**src/rtl/mem_arbiter_if.sv**
```systemverilog
// Cache-side and RAM-side signals of the shared RAM port arbiter.
// The requesters/RAM use master; the arbiter uses slave.
interface mem_arbiter_if #(
  parameter int CPUS   = 2,
  parameter int WORD_W = 32
);
  localparam int N   = 2 * CPUS;
  localparam int IDW = $clog2(N);

  logic [N-1:0]             req_ren;
  logic [N-1:0]             req_wen;
  logic [N-1:0]             req_burst;
  logic [N-1:0][WORD_W-1:0] req_addr;
  logic [N-1:0][WORD_W-1:0] req_store;
  logic [N-1:0]             req_wait;
  logic [WORD_W-1:0]        req_load;

  logic                     ramREN;
  logic                     ramWEN;
  logic [WORD_W-1:0]        ramaddr;
  logic [WORD_W-1:0]        ramstore;
  logic [WORD_W-1:0]        ramload;
  logic [1:0]               ramstate;

  logic [IDW-1:0]           grant_id;
  logic                     busy;
  logic                     err;

  modport master (
    output req_ren, req_wen, req_burst, req_addr, req_store, ramload, ramstate,
    input  req_wait, req_load, ramREN, ramWEN, ramaddr, ramstore, grant_id, busy, err
  );

  modport slave (
    input  req_ren, req_wen, req_burst, req_addr, req_store, ramload, ramstate,
    output req_wait, req_load, ramREN, ramWEN, ramaddr, ramstore, grant_id, busy, err
  );
endinterface

```
**src/rtl/mem_arbiter.sv**
```systemverilog
// Shares one RAM port among CPUS data caches and CPUS instruction caches.
// Data beats instruction; round-robin inside each class; 1- or 2-word transfers.
module mem_arbiter #(
  parameter int CPUS   = 2,
  parameter int WORD_W = 32
) (
  input  logic          CLK,
  input  logic          nRST,
  mem_arbiter_if.slave  bus
);
  localparam int N   = 2 * CPUS;
  localparam int IDW = $clog2(N);
  localparam logic [1:0] RAM_ACCESS = 2'd2;
  localparam logic [1:0] RAM_ERROR  = 2'd3;

  typedef enum logic [1:0] {IDLE = 2'd0, XFER0 = 2'd1, XFER1 = 2'd2} state_t;

  state_t         state_reg, state_next;
  logic [IDW-1:0] grant_reg, grant_next;
  logic [IDW-1:0] rr_d_reg, rr_d_next;
  logic [IDW-1:0] rr_i_reg, rr_i_next;
  logic           burst_reg, burst_next;

  logic [N-1:0]   pending;
  logic           any_d, any_i;
  logic [IDW-1:0] sel_d, sel_i;
  logic           word_done;

  genvar gi;
  generate
    for (gi = 0; gi < N; gi++) begin : g_req
      assign pending[gi]      = bus.req_ren[gi] | bus.req_wen[gi];
      assign bus.req_wait[gi] = ~(word_done && (grant_reg == IDW'(gi)));
    end
  endgenerate

  // Scan each class from the highest offset down so the nearest pending
  // requester at or after the pointer is the last one written.
  always_comb begin
    int             idx;
    logic [IDW-1:0] idx_v;
    idx   = 0;
    idx_v = '0;
    any_d = 1'b0;
    sel_d = rr_d_reg;
    any_i = 1'b0;
    sel_i = rr_i_reg;
    for (int k = CPUS - 1; k >= 0; k--) begin
      idx = int'(rr_d_reg) + k;
      if (idx >= CPUS) idx = idx - CPUS;
      idx_v = IDW'(idx);
      if (pending[idx_v]) begin
        any_d = 1'b1;
        sel_d = idx_v;
      end
    end
    for (int k = CPUS - 1; k >= 0; k--) begin
      idx = int'(rr_i_reg) - CPUS + k;
      if (idx >= CPUS) idx = idx - CPUS;
      idx_v = IDW'(idx + CPUS);
      if (pending[idx_v]) begin
        any_i = 1'b1;
        sel_i = idx_v;
      end
    end
  end

  always_comb begin
    state_next   = state_reg;
    grant_next   = grant_reg;
    burst_next   = burst_reg;
    rr_d_next    = rr_d_reg;
    rr_i_next    = rr_i_reg;
    word_done    = 1'b0;
    bus.err      = 1'b0;
    bus.ramREN   = 1'b0;
    bus.ramWEN   = 1'b0;
    bus.ramaddr  = '0;
    bus.ramstore = '0;
    case (state_reg)
      IDLE: begin
        if (any_d) begin
          grant_next = sel_d;
          burst_next = bus.req_burst[sel_d];
          rr_d_next  = (sel_d == IDW'(CPUS - 1)) ? '0 : sel_d + 1'b1;
          state_next = XFER0;
        end else if (any_i) begin
          grant_next = sel_i;
          burst_next = bus.req_burst[sel_i];
          rr_i_next  = (sel_i == IDW'(N - 1)) ? IDW'(CPUS) : sel_i + 1'b1;
          state_next = XFER0;
        end
      end
      XFER0, XFER1: begin
        // A requester that drops both enables abandons the transfer silently.
        if (!pending[grant_reg]) begin
          state_next = IDLE;
        end else begin
          bus.ramWEN   = bus.req_wen[grant_reg];
          bus.ramREN   = bus.req_ren[grant_reg] & ~bus.req_wen[grant_reg];
          bus.ramaddr  = bus.req_addr[grant_reg] + ((state_reg == XFER1) ? WORD_W'(4) : '0);
          bus.ramstore = bus.req_store[grant_reg];
          if (bus.ramstate == RAM_ACCESS) begin
            word_done  = 1'b1;
            state_next = (state_reg == XFER0 && burst_reg) ? XFER1 : IDLE;
          end else if (bus.ramstate == RAM_ERROR) begin
            word_done  = 1'b1;
            bus.err    = 1'b1;
            state_next = IDLE;
          end
        end
      end
      default: state_next = IDLE;
    endcase
  end

  always_ff @(posedge CLK or negedge nRST) begin
    if (!nRST) begin
      state_reg <= IDLE;
      grant_reg <= '0;
      burst_reg <= 1'b0;
      rr_d_reg  <= '0;
      rr_i_reg  <= IDW'(CPUS);
    end else begin
      state_reg <= state_next;
      grant_reg <= grant_next;
      burst_reg <= burst_next;
      rr_d_reg  <= rr_d_next;
      rr_i_reg  <= rr_i_next;
    end
  end

  assign bus.req_load = word_done ? bus.ramload : '0;
  assign bus.grant_id = grant_reg;
  assign bus.busy     = (state_reg != IDLE);
endmodule

```
**src/flat_wrapper.sv**
```systemverilog
// flat-port wrapper written by rule: the top's interface ports become plain ports
module mem_arbiter_flat 
#(
  parameter int CPUS   = 2,
  parameter int WORD_W = 32
)
  (CLK, nRST, bus_req_ren, bus_req_wen, bus_req_burst, bus_req_addr, bus_req_store, bus_ramload, bus_ramstate, bus_req_wait, bus_req_load, bus_ramREN, bus_ramWEN, bus_ramaddr, bus_ramstore, bus_grant_id, bus_busy, bus_err);
  mem_arbiter_if #(.CPUS(CPUS), .WORD_W(WORD_W)) bus_i ();
  input  logic CLK;
  input  logic nRST;
  input wire logic [$bits(bus_i.req_ren)-1:0] bus_req_ren;
  input wire logic [$bits(bus_i.req_wen)-1:0] bus_req_wen;
  input wire logic [$bits(bus_i.req_burst)-1:0] bus_req_burst;
  input wire logic [$bits(bus_i.req_addr)-1:0] bus_req_addr;
  input wire logic [$bits(bus_i.req_store)-1:0] bus_req_store;
  input wire logic [$bits(bus_i.ramload)-1:0] bus_ramload;
  input wire logic [$bits(bus_i.ramstate)-1:0] bus_ramstate;
  output wire logic [$bits(bus_i.req_wait)-1:0] bus_req_wait;
  output wire logic [$bits(bus_i.req_load)-1:0] bus_req_load;
  output wire logic [$bits(bus_i.ramREN)-1:0] bus_ramREN;
  output wire logic [$bits(bus_i.ramWEN)-1:0] bus_ramWEN;
  output wire logic [$bits(bus_i.ramaddr)-1:0] bus_ramaddr;
  output wire logic [$bits(bus_i.ramstore)-1:0] bus_ramstore;
  output wire logic [$bits(bus_i.grant_id)-1:0] bus_grant_id;
  output wire logic [$bits(bus_i.busy)-1:0] bus_busy;
  output wire logic [$bits(bus_i.err)-1:0] bus_err;
  assign bus_i.req_ren = bus_req_ren;
  assign bus_i.req_wen = bus_req_wen;
  assign bus_i.req_burst = bus_req_burst;
  assign bus_i.req_addr = bus_req_addr;
  assign bus_i.req_store = bus_req_store;
  assign bus_i.ramload = bus_ramload;
  assign bus_i.ramstate = bus_ramstate;
  assign bus_req_wait = bus_i.req_wait;
  assign bus_req_load = bus_i.req_load;
  assign bus_ramREN = bus_i.ramREN;
  assign bus_ramWEN = bus_i.ramWEN;
  assign bus_ramaddr = bus_i.ramaddr;
  assign bus_ramstore = bus_i.ramstore;
  assign bus_grant_id = bus_i.grant_id;
  assign bus_busy = bus_i.busy;
  assign bus_err = bus_i.err;
  mem_arbiter #(.CPUS(CPUS), .WORD_W(WORD_W)) u_core (.CLK(CLK), .nRST(nRST), .bus(bus_i));
endmodule
```
**config.mk**
```make
export PLATFORM = sky130hd
export DESIGN_NAME = mem_arbiter_flat
export DESIGN_NICKNAME = d
export VERILOG_FILES = /design/src/rtl/mem_arbiter_if.sv /design/src/rtl/mem_arbiter.sv /design/src/flat_wrapper.sv
export SDC_FILE = /design/constraint.sdc
export NUM_CORES = 1
export LEC_CHECK = 0
export ABC_AREA = 1
export CORE_AREA = 4 4 155 157
export DETAILED_ROUTE_END_ITERATION = 8
export DIE_AREA = 0 0 159 161
export PLACE_DENSITY = 0.62
export SYNTH_ARGS = -nofsm -noshare
export SYNTH_HDL_FRONTEND = slang
export SYNTH_SLANG_ARGS = --single-unit
export TNS_END_PERCENT = 20
```
**constraint.sdc**
```tcl
create_clock -name CLK -period 5.9 [get_ports CLK]
set_clock_uncertainty 0.2 [all_clocks]
set_input_delay 1.18 -clock CLK [delete_from_list [all_inputs] [get_ports CLK]]
set_output_delay 1.18 -clock CLK [all_outputs]
set_load 0.005 [all_outputs]
```
==> results of run 1 <==
[final cells by class]
type                       instances  share of cell area, %
antenna                            2                 0.0584
clock buffer                       4                  0.920
inverter                          92                   4.13
multi-input combinational        725                   39.6
sequential                         9                   2.66
tap                              285                   4.16
timing repair buffer             417                   48.5
[power by group]
| group | leakage (nW) | internal, W | switching (W) | total, W |
|---|---|---|---|---|
| clock network | 0.0382 | 0.0000904 | 0.0000309 | 0.000121 |
| registers | 0.111 | 0.0000876 | 0.0000507 | 0.000138 |
| logic | 3.56 | 0.00106 | 0.00143 | 0.00249 |
[how the worst max path moves through the flow]
stage                                 end  slack [ps]                   start
after floorplan           bus_ramaddr[25]        2080  u_core.bus.grant_id[1]
after global placement    bus_ramstore[1]         720          bus_req_ren[1]
after detailed placement  bus_ramstore[1]         710          bus_req_ren[1]
after CTS                 bus_ramstore[1]         720          bus_req_ren[1]
after global routing      bus_ramstore[1]         580          bus_req_ren[1]
final                      bus_ramaddr[9]         730          bus_req_ren[1]
[worst max-delay path, delay by kind of cell]
family | cells | cell delay (ps)
buffers and inverters | 4 | 1660
AO/OA/AOI/OAI | 3 | 410
AND/OR/NAND/NOR | 3 | 480
[kinds of logic after synthesis]
group                    Yosys count  synth area share [%]
AND/OR/NAND/NOR                  602                  60.6
XOR/XNOR                           1                 0.208
buffers and inverters            131                  14.4
AO/OA/AOI/OAI                    115                  17.5
adder cells (fa/ha/maj)            6                  1.78
multiplexers                       1                 0.267
flip-flops                         9                  5.36
[routing by layer]
metal	track usage, %	up-vias	share of wire [%]
met5	0	-	0.24
met4	2.88	10	1.4
met3	5.28	42	9.3
met2	34.7	351	47
met1	26.6	3084	42
li1	-	3506	-
[cell usage after synthesis]
master | count | area (µm²)
a21oi_1 | 13 | 65.1
a221oi_1 | 1 | 8.76
a22o_1 | 2 | 17.5
a22oi_1 | 38 | 285
a31oi_1 | 36 | 225
buf_1 | 2 | 7.51
buf_2 | 13 | 65.1
buf_4 | 3 | 22.5
buf_6 | 6 | 67.6
buf_8 | 3 | 45.0
clkbuf_1 | 12 | 45.0
clkinv_1 | 1 | 3.75
clkinv_2 | 1 | 5.00
dfrtp_1 | 8 | 200
dfstp_2 | 1 | 26.3
ha_1 | 6 | 75.1
inv_1 | 83 | 312
inv_2 | 5 | 18.8
inv_4 | 1 | 6.26
inv_6 | 1 | 8.76
mux2_2 | 1 | 11.3
nand2_1 | 377 | 1420
nand2_2 | 18 | 113
nand2_4 | 3 | 33.8
nand3_1 | 39 | 195
nand3_2 | 11 | 110
nand3b_1 | 1 | 7.51
nand4_1 | 5 | 31.3
nor2_1 | 120 | 450
nor2_2 | 16 | 100
nor2_4 | 4 | 45.0
nor2_8 | 1 | 20.0
nor3_1 | 7 | 35.0
o211a_1 | 1 | 10.0
o21ai_0 | 20 | 100
o21ai_1 | 2 | 10.0
o21ai_2 | 1 | 8.76
o22ai_1 | 1 | 6.26
xor2_1 | 1 | 8.76
[per-stage QoR]
stage	setup slack (ps)	area, µm²
finish	728	8570
global route	584	8570
CTS	717	8560
detailed placement	710	8490
global placement	724	8490
floorplan	2080	4220
==> impl_metrics.py, run 1 <==
metrics = {
    "setup_path": {
        "crit_top_cell": "clkdlybuf4s50_1",
        "r2r_cells": 11,
        "reg2reg_slack_ps": 2520,
        "cp-start-kind": "primary input",
        "cp_slowest_cell": "inv_2",
        "cp-end-kind": "primary output",
        "arrival_ps": 3790,
        "crit_chain": "clkdlybuf4s50_1 -> nor2_1 -> inv_1 -> o21ai_0 -> a21oi_1 -> o21ai_2 -> nor2_4 -> inv_2 -> nor3_1 -> clkdlybuf4s50_1",
        "r2r-end": "u_core.state_reg[1]",
        "cp_max_fo": 37,
        "critPathRequiredTime_ps": 4520,
        "slowest_delay_ps": 620,
        "setup.worst_path.class": "primary input to primary output",
        "r2r-start": "u_core.bus.grant_id[1]",
    },
    "timing": {
        "hold_violations": 0,
        "fin_setup_tns_ps": 0,
        "post-route-period-util_pct": 87.7,
        "rsz0062_at_grt": "no",
        "maxSlewViolCount": 0,
        "tightest_slew_ps": 836,
        "slew_headroom_pct": 44.3,
        "setup_viol": 0,
        "fin_crit_ps": 5170,
        "holdWs_ps": 305,
        "fmax_mhz": 193,
    },
    "clocking": {
        "cts_tree": "done",
        "clk_pin_slew_ps": 40,
        "clockBufferDepth": 2,
        "cts-buffers-inserted": 3,
        "cts-root-buf": "clkbuf_16",
        "cts_setup_buffers": 0,
        "ctsHoldBuffers": 0,
        "cts_sinks": 9,
        "htree_num_levels": 1,
        "clkLatencyLatePin_ps": 240,
        "ctsResizeCount": 0,
    },
    "finish": {
        "nFillCells": 2496,
        "multiInputGateArea_um2": 3390,
        "final_common_cell": "clkdlybuf4s50_1",
        "fin_cells": 1534,
        "post-route-util_pct": 38.1,
        "areaGrowthSynthToFinish_pct": 103,
        "seq_area_um2": 228,
        "nets": 1558,
        "drive_gt1_share_pct": 6.09,
        "final_cell_mix": "clkdlybuf4s50_1, nand2_1, nor2_1, inv_1, nand3_1",
    },
    "global_route": {
        "grt-ovfl-total": 0,
        "grt_pass1_wl_um": 41000,
        "grtUsageTotal_pct": 20.4,
        "grt_max_degree": 41,
        "antenna_found_initial": 6,
        "first_global_vias": 6558,
    },
    "place": {
        "dp_hpwl_um": 24200,
        "placedCellCount": 1528,
        "routabilityCongestion": 0.960,
        "port_buffers": 409,
    },
    "synthesis": {
        "netlist_area_um2": 4220,
        "synth-seq-cells": 9,
        "yosys_warnings": 0,
        "synth_cell_types": 39,
        "synth_cells": 865,
        "syn_area_per_cell_um2": 4.88,
        "ys_seq_area_share_pct": 5.36,
        "synth_nets": 1175,
    },
    "floorplan": {
        "io_pins": 410,
        "die_x_um": 159,
        "die_area_um2": 25600,
        "die_y_um": 161,
        "initial_utilization_pct": 18.8,
        "rows": 55,
        "design.core.area_um2": 22500,
    },
    "power": {
        "power_w": 0.00275,
        "ir_worst_vdd_uv": 154,
        "p_leak_nw": 3.71,
        "cellPowerDensity_nw_per_um2": 321,
    },
    "min_path": {
        "holdPathStages": 2,
        "holdPathEnd": "u_core.burst_reg",
        "hold_path.class": "flip-flop to flip-flop",
        "min_from": "u_core.burst_reg",
    },
    "routing": {
        "drtIter0Drc": 549,
        "ant_nets": 0,
        "vias_per_cell": 4.56,
        "drt_first_pass_iters": 7,
        "routed-via-count": 6993,
        "routed_wl_um": 28600,
        "remaining_drc_errors": 0,
        "wl_per_cell_um": 18.6,
    },
    "status": {
        "outcome": "complete, no violations",
    },
    "job": {
        "maxCapViolCount": 0,
    },
}
No activity file was read; power rests on OpenSTA's default activity.
==> run 2: changes to the inputs <==
CAP_MARGIN = 10   (was unset)
SKIP_CTS_REPAIR_TIMING = 1   (was unset)
==> results of run 2 <==
Same layout as run 1: the final DEF is identical, and so are final timing and power.
==> run 3: changes to the inputs <==
SLEW_MARGIN = 30   (was unset)
==> results of run 3 <==
Same layout as run 1: the final DEF is identical, and so are final timing and power.
